File: config.mk
export PLATFORM = sky130hd
export DESIGN_NAME = random_decoder_flat
export DESIGN_NICKNAME = d
export VERILOG_FILES = /design/src/rtl/random_decoder_if.sv /design/src/rtl/random_decoder.sv /design/src/flat_wrapper.sv
export SDC_FILE = /design/constraint.sdc
export NUM_CORES = 1
export LEC_CHECK = 0
export BUFFER_PORTS_ARGS = -buffer_cell sky130_fd_sc_hd__buf_2
export CAP_MARGIN = 20
export CORE_MARGIN = 1.5
export CORE_UTILIZATION = 45
export CTS_CLUSTER_SIZE = 16
export DETAILED_ROUTE_END_ITERATION = 7
export PLACE_DENSITY = 0.67
export SLEW_MARGIN = 25
export SYNTH_ARGS = -nofsm -noshare
export SYNTH_HDL_FRONTEND = slang
export SYNTH_SLANG_ARGS = --single-unit
File: constraint.sdc
create_clock -name clk -period 10.1 [get_ports clk]
set_input_delay 1.01 -clock clk [delete_from_list [all_inputs] [get_ports clk]]
set_output_delay 1.01 -clock clk [all_outputs]
set_load 0.05 [all_outputs]
File: src/rtl/random_decoder_if.sv
// random_decoder_if
//   Groups the decoder's request, lookup and result signals.
//   en_decode        start request (system -> decoder)
//   fibonacci_random codeword to decode (system -> decoder)
//   cnt_a            weight lookup address (decoder -> RAM_fibonacci)
//   mema             weight for cnt_a, combinational (RAM_fibonacci -> decoder)
//   output_binary    decoded value (decoder -> system)
//   decode_done      one-cycle result strobe (decoder -> system)
//   overflow         weight sum exceeded the output range (decoder -> system)
//   busy             scan in progress (decoder -> system)
//   master: system/RAM side; slave: decoder side.
interface random_decoder_if #(
   parameter int unsigned CODE_W = 64,
   parameter int unsigned OUT_W  = 16,
   parameter int unsigned ADDR_W = 10
);
   logic              en_decode;
   logic [CODE_W-1:0] fibonacci_random;
   logic [ADDR_W-1:0] cnt_a;
   logic [OUT_W-1:0]  mema;
   logic [OUT_W-1:0]  output_binary;
   logic              decode_done;
   logic              overflow;
   logic              busy;

   modport master (
      output en_decode, fibonacci_random, mema,
      input  cnt_a, output_binary, decode_done, overflow, busy
   );

   modport slave (
      input  en_decode, fibonacci_random, mema,
      output cnt_a, output_binary, decode_done, overflow, busy
   );
endinterface

File: src/rtl/random_decoder.sv
// random_decoder
//   Sequential Fibonacci-codeword decoder. Scans the captured codeword one bit
//   per cycle, LSB first, fetching each bit's weight through cnt_a/mema and
//   summing the weights of set bits. Any Fibonacci representation is accepted,
//   not only the Zeckendorf form.
//   clk   system clock, rising edge
//   rst   asynchronous active-high reset
//   dec   slave side of random_decoder_if (request, lookup, result)
module random_decoder #(
   parameter int unsigned CODE_W    = 64,
   parameter int unsigned OUT_W     = 16,
   parameter int unsigned ADDR_W    = 10,
   parameter int unsigned BASE_ADDR = 0
) (
   input  logic             clk,
   input  logic             rst,
   random_decoder_if.slave  dec
);
   // Seven guard bits: CODE_W (<=128) full-scale weights cannot wrap.
   localparam int unsigned ACC_W = OUT_W + 7;
   localparam int unsigned IDX_W = (CODE_W > 1) ? $clog2(CODE_W) : 1;
   localparam logic [IDX_W-1:0] LAST_IDX = IDX_W'(CODE_W - 1);

   typedef enum logic [1:0] {
      IDLE,
      SCAN,
      DONE
   } state_t;

   state_t            state_q, state_d;
   logic [CODE_W-1:0] code_q, code_d;
   logic [ACC_W-1:0]  acc_q, acc_d;
   logic [IDX_W-1:0]  idx_q, idx_d;
   logic [OUT_W-1:0]  out_q, out_d;
   logic              ovf_q, ovf_d;
   logic [ADDR_W-1:0] cnt_a;

   always_ff @(posedge clk or posedge rst) begin
      if (rst) begin
         state_q <= IDLE;
         code_q  <= '0;
         acc_q   <= '0;
         idx_q   <= '0;
         out_q   <= '0;
         ovf_q   <= 1'b0;
      end else begin
         state_q <= state_d;
         code_q  <= code_d;
         acc_q   <= acc_d;
         idx_q   <= idx_d;
         out_q   <= out_d;
         ovf_q   <= ovf_d;
      end
   end

   always_comb begin
      state_d = state_q;
      code_d  = code_q;
      acc_d   = acc_q;
      idx_d   = idx_q;
      out_d   = out_q;
      ovf_d   = ovf_q;
      case (state_q)
         IDLE: begin
            if (dec.en_decode) begin
               code_d  = dec.fibonacci_random;
               acc_d   = '0;
               ovf_d   = 1'b0;
               idx_d   = '0;
               state_d = SCAN;
            end
         end
         SCAN: begin
            // The codeword is shifted right, so bit idx always sits at bit 0.
            if (code_q[0]) begin
               acc_d = acc_q + ACC_W'(dec.mema);
            end
            code_d = code_q >> 1;
            if (idx_q == LAST_IDX) begin
               // Result is latched on DONE entry and includes the last bit.
               out_d   = acc_d[OUT_W-1:0];
               ovf_d   = |acc_d[ACC_W-1:OUT_W];
               state_d = DONE;
            end else begin
               idx_d = idx_q + IDX_W'(1);
            end
         end
         DONE: begin
            state_d = IDLE;
         end
         default: begin
            state_d = IDLE;
         end
      endcase
   end

   always_comb begin
      cnt_a = ADDR_W'(BASE_ADDR);
      if (state_q == SCAN) begin
         cnt_a = ADDR_W'(BASE_ADDR) + ADDR_W'(idx_q);
      end
   end

   assign dec.cnt_a         = cnt_a;
   assign dec.output_binary = out_q;
   assign dec.overflow      = ovf_q;
   assign dec.decode_done   = (state_q == DONE);
   assign dec.busy          = (state_q == SCAN);
endmodule

File: src/flat_wrapper.sv
// flat-port wrapper written by rule: the top's interface ports become plain ports
module random_decoder_flat 
#(
   parameter int unsigned CODE_W    = 64,
   parameter int unsigned OUT_W     = 16,
   parameter int unsigned ADDR_W    = 10,
   parameter int unsigned BASE_ADDR = 0
)
  (clk, rst, dec_en_decode, dec_fibonacci_random, dec_mema, dec_cnt_a, dec_output_binary, dec_decode_done, dec_overflow, dec_busy);
  random_decoder_if #(.CODE_W(CODE_W), .OUT_W(OUT_W), .ADDR_W(ADDR_W)) dec_i ();
  input  logic clk;
  input  logic rst;
  input wire logic [$bits(dec_i.en_decode)-1:0] dec_en_decode;
  input wire logic [$bits(dec_i.fibonacci_random)-1:0] dec_fibonacci_random;
  input wire logic [$bits(dec_i.mema)-1:0] dec_mema;
  output wire logic [$bits(dec_i.cnt_a)-1:0] dec_cnt_a;
  output wire logic [$bits(dec_i.output_binary)-1:0] dec_output_binary;
  output wire logic [$bits(dec_i.decode_done)-1:0] dec_decode_done;
  output wire logic [$bits(dec_i.overflow)-1:0] dec_overflow;
  output wire logic [$bits(dec_i.busy)-1:0] dec_busy;
  assign dec_i.en_decode = dec_en_decode;
  assign dec_i.fibonacci_random = dec_fibonacci_random;
  assign dec_i.mema = dec_mema;
  assign dec_cnt_a = dec_i.cnt_a;
  assign dec_output_binary = dec_i.output_binary;
  assign dec_decode_done = dec_i.decode_done;
  assign dec_overflow = dec_i.overflow;
  assign dec_busy = dec_i.busy;
  random_decoder #(.CODE_W(CODE_W), .OUT_W(OUT_W), .ADDR_W(ADDR_W), .BASE_ADDR(BASE_ADDR)) u_core (.clk(clk), .rst(rst), .dec(dec_i));
endmodule
==> impl_summary.md <==
CTS
The number of gates given a new drive strength after cts is 0. The number of clock buffers inserted by TritonCTS is 9. TritonCTS built the clock tree. The number of clock sinks is about 110. The clock tree synthesis step divided the H-tree into 3 levels.

In this run, post-CTS hold repair placed 0 buffers. The clock passes through at most 2 buffers. The number of setup buffers added after CTS is 0. At the later pin of the worst-skew pair, clock insertion delay measures roughly 0.36 ns. The clock input transition at the sequential cells of the worst setup and hold paths is about 0.070 ns. The root buffer cell is clkbuf_16.

Timing
The number of endpoints with negative hold slack in the final report is 0. The final setup TNS is 0 ns. The transition at the pin with the smallest max-transition slack is 0.8997 ns.

The clock period minus final worst setup slack is around 3.7 ns. Across the routed clock network, the largest skew measured is between 0.009 and 0.01 ns. Setup violations remaining at the end of the flow were counted as 0. The final period utilization is 0.3709. The worst path setup slack after routing is ~6.4 ns. Measured against its own limit, the worst slew margin works out to 0.4002. The number of max-slew violations in the final report is 0. Setup repair after global routing left no endpoint under its margin. Based on the critical path, the design can be clocked at up to about 270 MHz.

Critical path
The critical path contains buffers and inverters numbering 4 combined. The signal on the critical path passes through buf_4 -> nand2b_2 -> inv_2 -> buf_4 -> and2_1 -> buf_2. In this run the worst path has a maximum fanout of 79.

The cell repeated most along the worst path is buf_4. The type of element capturing the critical path is an output pin. For this run, the slowest stage of the critical path takes about 0.65 ns. Data on the critical path is required at its endpoint by just over 9 ns. At the worst endpoint, the arrival time is about 2.7 ns.

STA classifies the critical path startpoint as a flip-flop. The critical path start-end classification is reg2out. The cell with the largest stage delay on the worst path is buf_4. Broken down by cell family, the worst path's largest delay share belongs to buffers and inverters.

Global route
The number of global-route vias before repair is 5115. The total overflow reported by the global router is 0. Entering global routing, the biggest net connects 80 pins.

The global-route wire length before repair is 25.41 mm. The total routing resource utilization after global routing is 0.2129. The initial antenna violation count is 0.

Floorplan
The area of the die is ~15000 um2. The height of the die is between 100 and 150 um. After floorplanning, the core was sized to cover roughly 14000 um2.

~110 I/O pins were placed. For this configuration, the core starts out at a cell density of 0.4599. The floorplan has 43 rows. The die span in x is between 100 and 150 um.

Route
In this run, the number of DRC markers left after iteration 0 of detailed routing was slightly below 500. In the routed design, unresolved DRC markers number 0. The routed layout has roughly 5.6k vias. The count of nets left with antenna violations once routing finished came out at 0. The routed wire length per instance is around 16 um. The aggregate routed wire length is roughly 16 mm. The first-pass detailed-route iteration total is 5. After detailed routing, the number of vias per cell comes to 5.789.

Logic synthesis
Of the total synthesized cell area, the portion taken by full adders, half adders and majority gates is 0.03646. Counting flops with a built-in enable in the synthesized netlist gives 0. For this run, the register share of the synthesized area comes to 0.4390. Averaged over all synthesized cells, the footprint is about 9 um2.

The area share of xor/xnor cells in the synthesized design is 0.02881. After synthesis, the share of cell area in mux cells is 0.01725. For this run, asynchronously set or reset flops after synthesis account for 1.000. Of the total synthesized cell area, the portion taken by AND, OR, NAND and NOR gates is 0.1495.

The Yosys step of the flow raised 0 warnings. The most frequently used flop master after synthesis is dfrtp_1. The largest family of logic cells by synthesized area is compound AO/OA/AOI/OAI gates. The post-synthesis register bit count is between 100 and 150.

The synthesized-area fraction occupied by ao, oa, aoi and oai cells is 0.2826. Synthesis produced a netlist whose cell count is about 710. The post-synthesis instance area is about 6400 um2.

The distinct cell type count after synthesis is 59.

Hold path
The path category of the worst min-delay check is reg2reg.

Run
Across the run, the number of max-cap violations was 0.

Status
The flow ran to the end, and the final reports show no timing, DRC or antenna violations.

Power
Summed over all cells, the static leakage comes to roughly 0.0033 uW. The sequential power share is 0.349. Of the total power, the share spent switching nets is 0.4299. Of the total power, combinational logic draws 0.474. The peak supply drop is roughly 180 uV. For this design the total switching power over the nets is about 950 uW.

Internal power comes to 1255 uW. The clock group share of total power is 0.178. Dividing total power by cell area gives a power density of 301.0 nW/um2.

Final layout
The number of antenna diodes is 0. The final design area excluding fillers is 7313 um2. Of the cells placed in the final design, the portion with a size suffix greater than 1 is 0.1949.

After the last flow step, the layout net total stands at between 800 and 900. The area growth from synthesis to final layout is 14.56%.

Placed design
The instance area after placement is 6980 um2. The worst slack at placement is between 5 and 6 ns. During placement, the flow inserted port buffers numbering 107. The routability-driven placement congestion ratio is between 0.8 and 0.9.

The detailed placement HPWL is roughly 10 mm.
-- placed cells by master (no fill, tap or decap), types with 2 or more instances in the layout --
| cell type | instances |
|---|---|
| a22o_1 | 17 |
| o21a_1 | 3 |
| dfrtp_2 | 2 |
| nor2_2 | 2 |
| nor2b_1 | 65 |
| a31oi_1 | 2 |
| dfrtp_1 | 110 |
| o21ai_0 | 95 |
| o211ai_1 | 2 |
| and2_1 | 6 |
| nand4_1 | 8 |
| a21o_1 | 5 |
| and3_1 | 3 |
| xnor2_1 | 13 |
| buf_4 | 8 |
| or2_2 | 3 |
| a22oi_1 | 63 |
| nand2b_1 | 3 |
| nand3_1 | 8 |
| o21ai_1 | 2 |
| buf_2 | 107 |
| bufinv_16 | 2 |
| nor4_1 | 2 |
| nor2_1 | 30 |
| xor2_1 | 8 |
| inv_1 | 9 |
| a21oi_1 | 88 |
| ha_1 | 17 |
| a211oi_1 | 3 |
| nand2_1 | 39 |
| mux2i_1 | 11 |
| conb_1 | 4 |
| nor3_1 | 4 |
| clkbuf_16 | 9 |
| a2111oi_0 | 2 |
-- kinds of logic after synthesis --
| kind of cell | Yosys count |
|---|---|
| AO/OA/AOI/OAI | 295 |
| XOR/XNOR | 21 |
| adder cells (fa/ha/maj) | 18 |
| buffers and inverters | 67 |
| flip-flops | 112 |
| multiplexers | 11 |
| other | 1 |
| AND/OR/NAND/NOR | 181 |
-- registers in the layout, summed over array words and instances, names as in the netlist --
signal                    cells
u_core.acc_q                 23
u_core.code_q                64
u_core.dec.output_binary     16
u_core.dec.overflow           1
u_core.idx_q                  6
u_core.state_q                2
-- final timing paths --
kind	from	cells after the start	to	slack [ns]
max	u_core.state_q[0]	6	dec_cnt_a[0]	6.35
min	u_core.dec.output_binary[11]	2	u_core.dec.output_binary[11]	0.48
max reg2reg	u_core.state_q[0]	10	u_core.idx_q[5]	6.64
min reg2reg	u_core.dec.output_binary[11]	2	u_core.dec.output_binary[11]	0.48
max in group asynchronous	rst	3	u_core.state_q[1]	8.05
min in group asynchronous	rst	2	u_core.code_q[25]	0.69
-- Yosys cell counts (3+ instances only) --
| library cell | instances | area [um2] |
|---|---|---|
| ha_1 | 17 | 212.7 |
| clkbuf_1 | 42 | 157.7 |
| or2_2 | 3 | 18.77 |
| nand2b_1 | 3 | 18.77 |
| nand4_1 | 8 | 50.05 |
| nand2_1 | 39 | 146.4 |
| and2_1 | 6 | 37.54 |
| a22oi_1 | 63 | 473.0 |
| nor3_1 | 4 | 20.02 |
| a21oi_1 | 88 | 440.4 |
| o21a_1 | 3 | 22.52 |
| xnor2_1 | 13 | 113.9 |
| xor2_1 | 8 | 70.07 |
| inv_1 | 10 | 37.54 |
| nor2_1 | 31 | 116.4 |
| dfrtp_1 | 112 | 2803 |
| a211oi_1 | 3 | 22.52 |
| a22o_1 | 17 | 148.9 |
| mux2i_1 | 11 | 110.1 |
| a21o_1 | 5 | 37.54 |
| buf_1 | 4 | 15.01 |
| nor2b_1 | 66 | 412.9 |
| and3_1 | 3 | 18.77 |
| buf_4 | 5 | 37.54 |
| o21ai_0 | 95 | 475.5 |
| nand3_1 | 8 | 40.04 |
-- through the flow --
| step | cells | utilization | hold slack (ns) | total power (uW) |
|---|---|---|---|---|
| after CTS | 964 | 0.5261 | 0.4897 | 2211 |
| after global routing | 965 | 0.5269 | 0.5275 | 2363 |
| after global placement | 948 | 0.5027 | 0.4622 | 1771 |
| after detailed placement | 948 | 0.5029 | 0.4706 | 1813 |
| after floorplan | 709 | - | 0.4677 | 1575 |
| final | 965 | 0.5269 | 0.4814 | 2202 |
-- worst reg2reg max path: stages (launching register included) --
cell	delay, ns
dfrtp_2	0.34
buf_4	0.50
nand2b_2	0.30
inv_2	0.09
buf_4	0.65
nand4_1	0.49
inv_1	0.39
nor2_1	0.16
and4_1	0.24
xnor2_1	0.13
nor2_1	0.05
-- power groups by stage --
stage | Sequential (uW) | Combinational, uW | Clock [uW]
3_3_place_gp | 761 | 1010 | 0
5_1_grt | 790 | 1160 | 415
2_1_floorplan | 814 | 761 | 0
3_5_place_dp | 770 | 1040 | 0
6_report | 768 | 1040 | 391
4_1_cts | 765 | 1050 | 398
-- cell type report --
cell class              count  area (um2)
well taps                 180       225.2
multi-input cells         530        3311
fillers                  1301        6568
clock inverters             6       92.59
flip-flops and latches    112        2805
clock buffers              10       229.0
repair buffers            116       606.8
inverters                  11       43.79
-- metal layers --
metal,share of wire,GRT usage,vias up
li1,-,-,2694
met1,0.48,0.3159,2713
met2,0.46,0.3272,166
met3,0.052,0.03184,13
met4,0.010,0.05233,0
met5,0,0,-
Note: power is estimated with default switching activity, not from simulation.
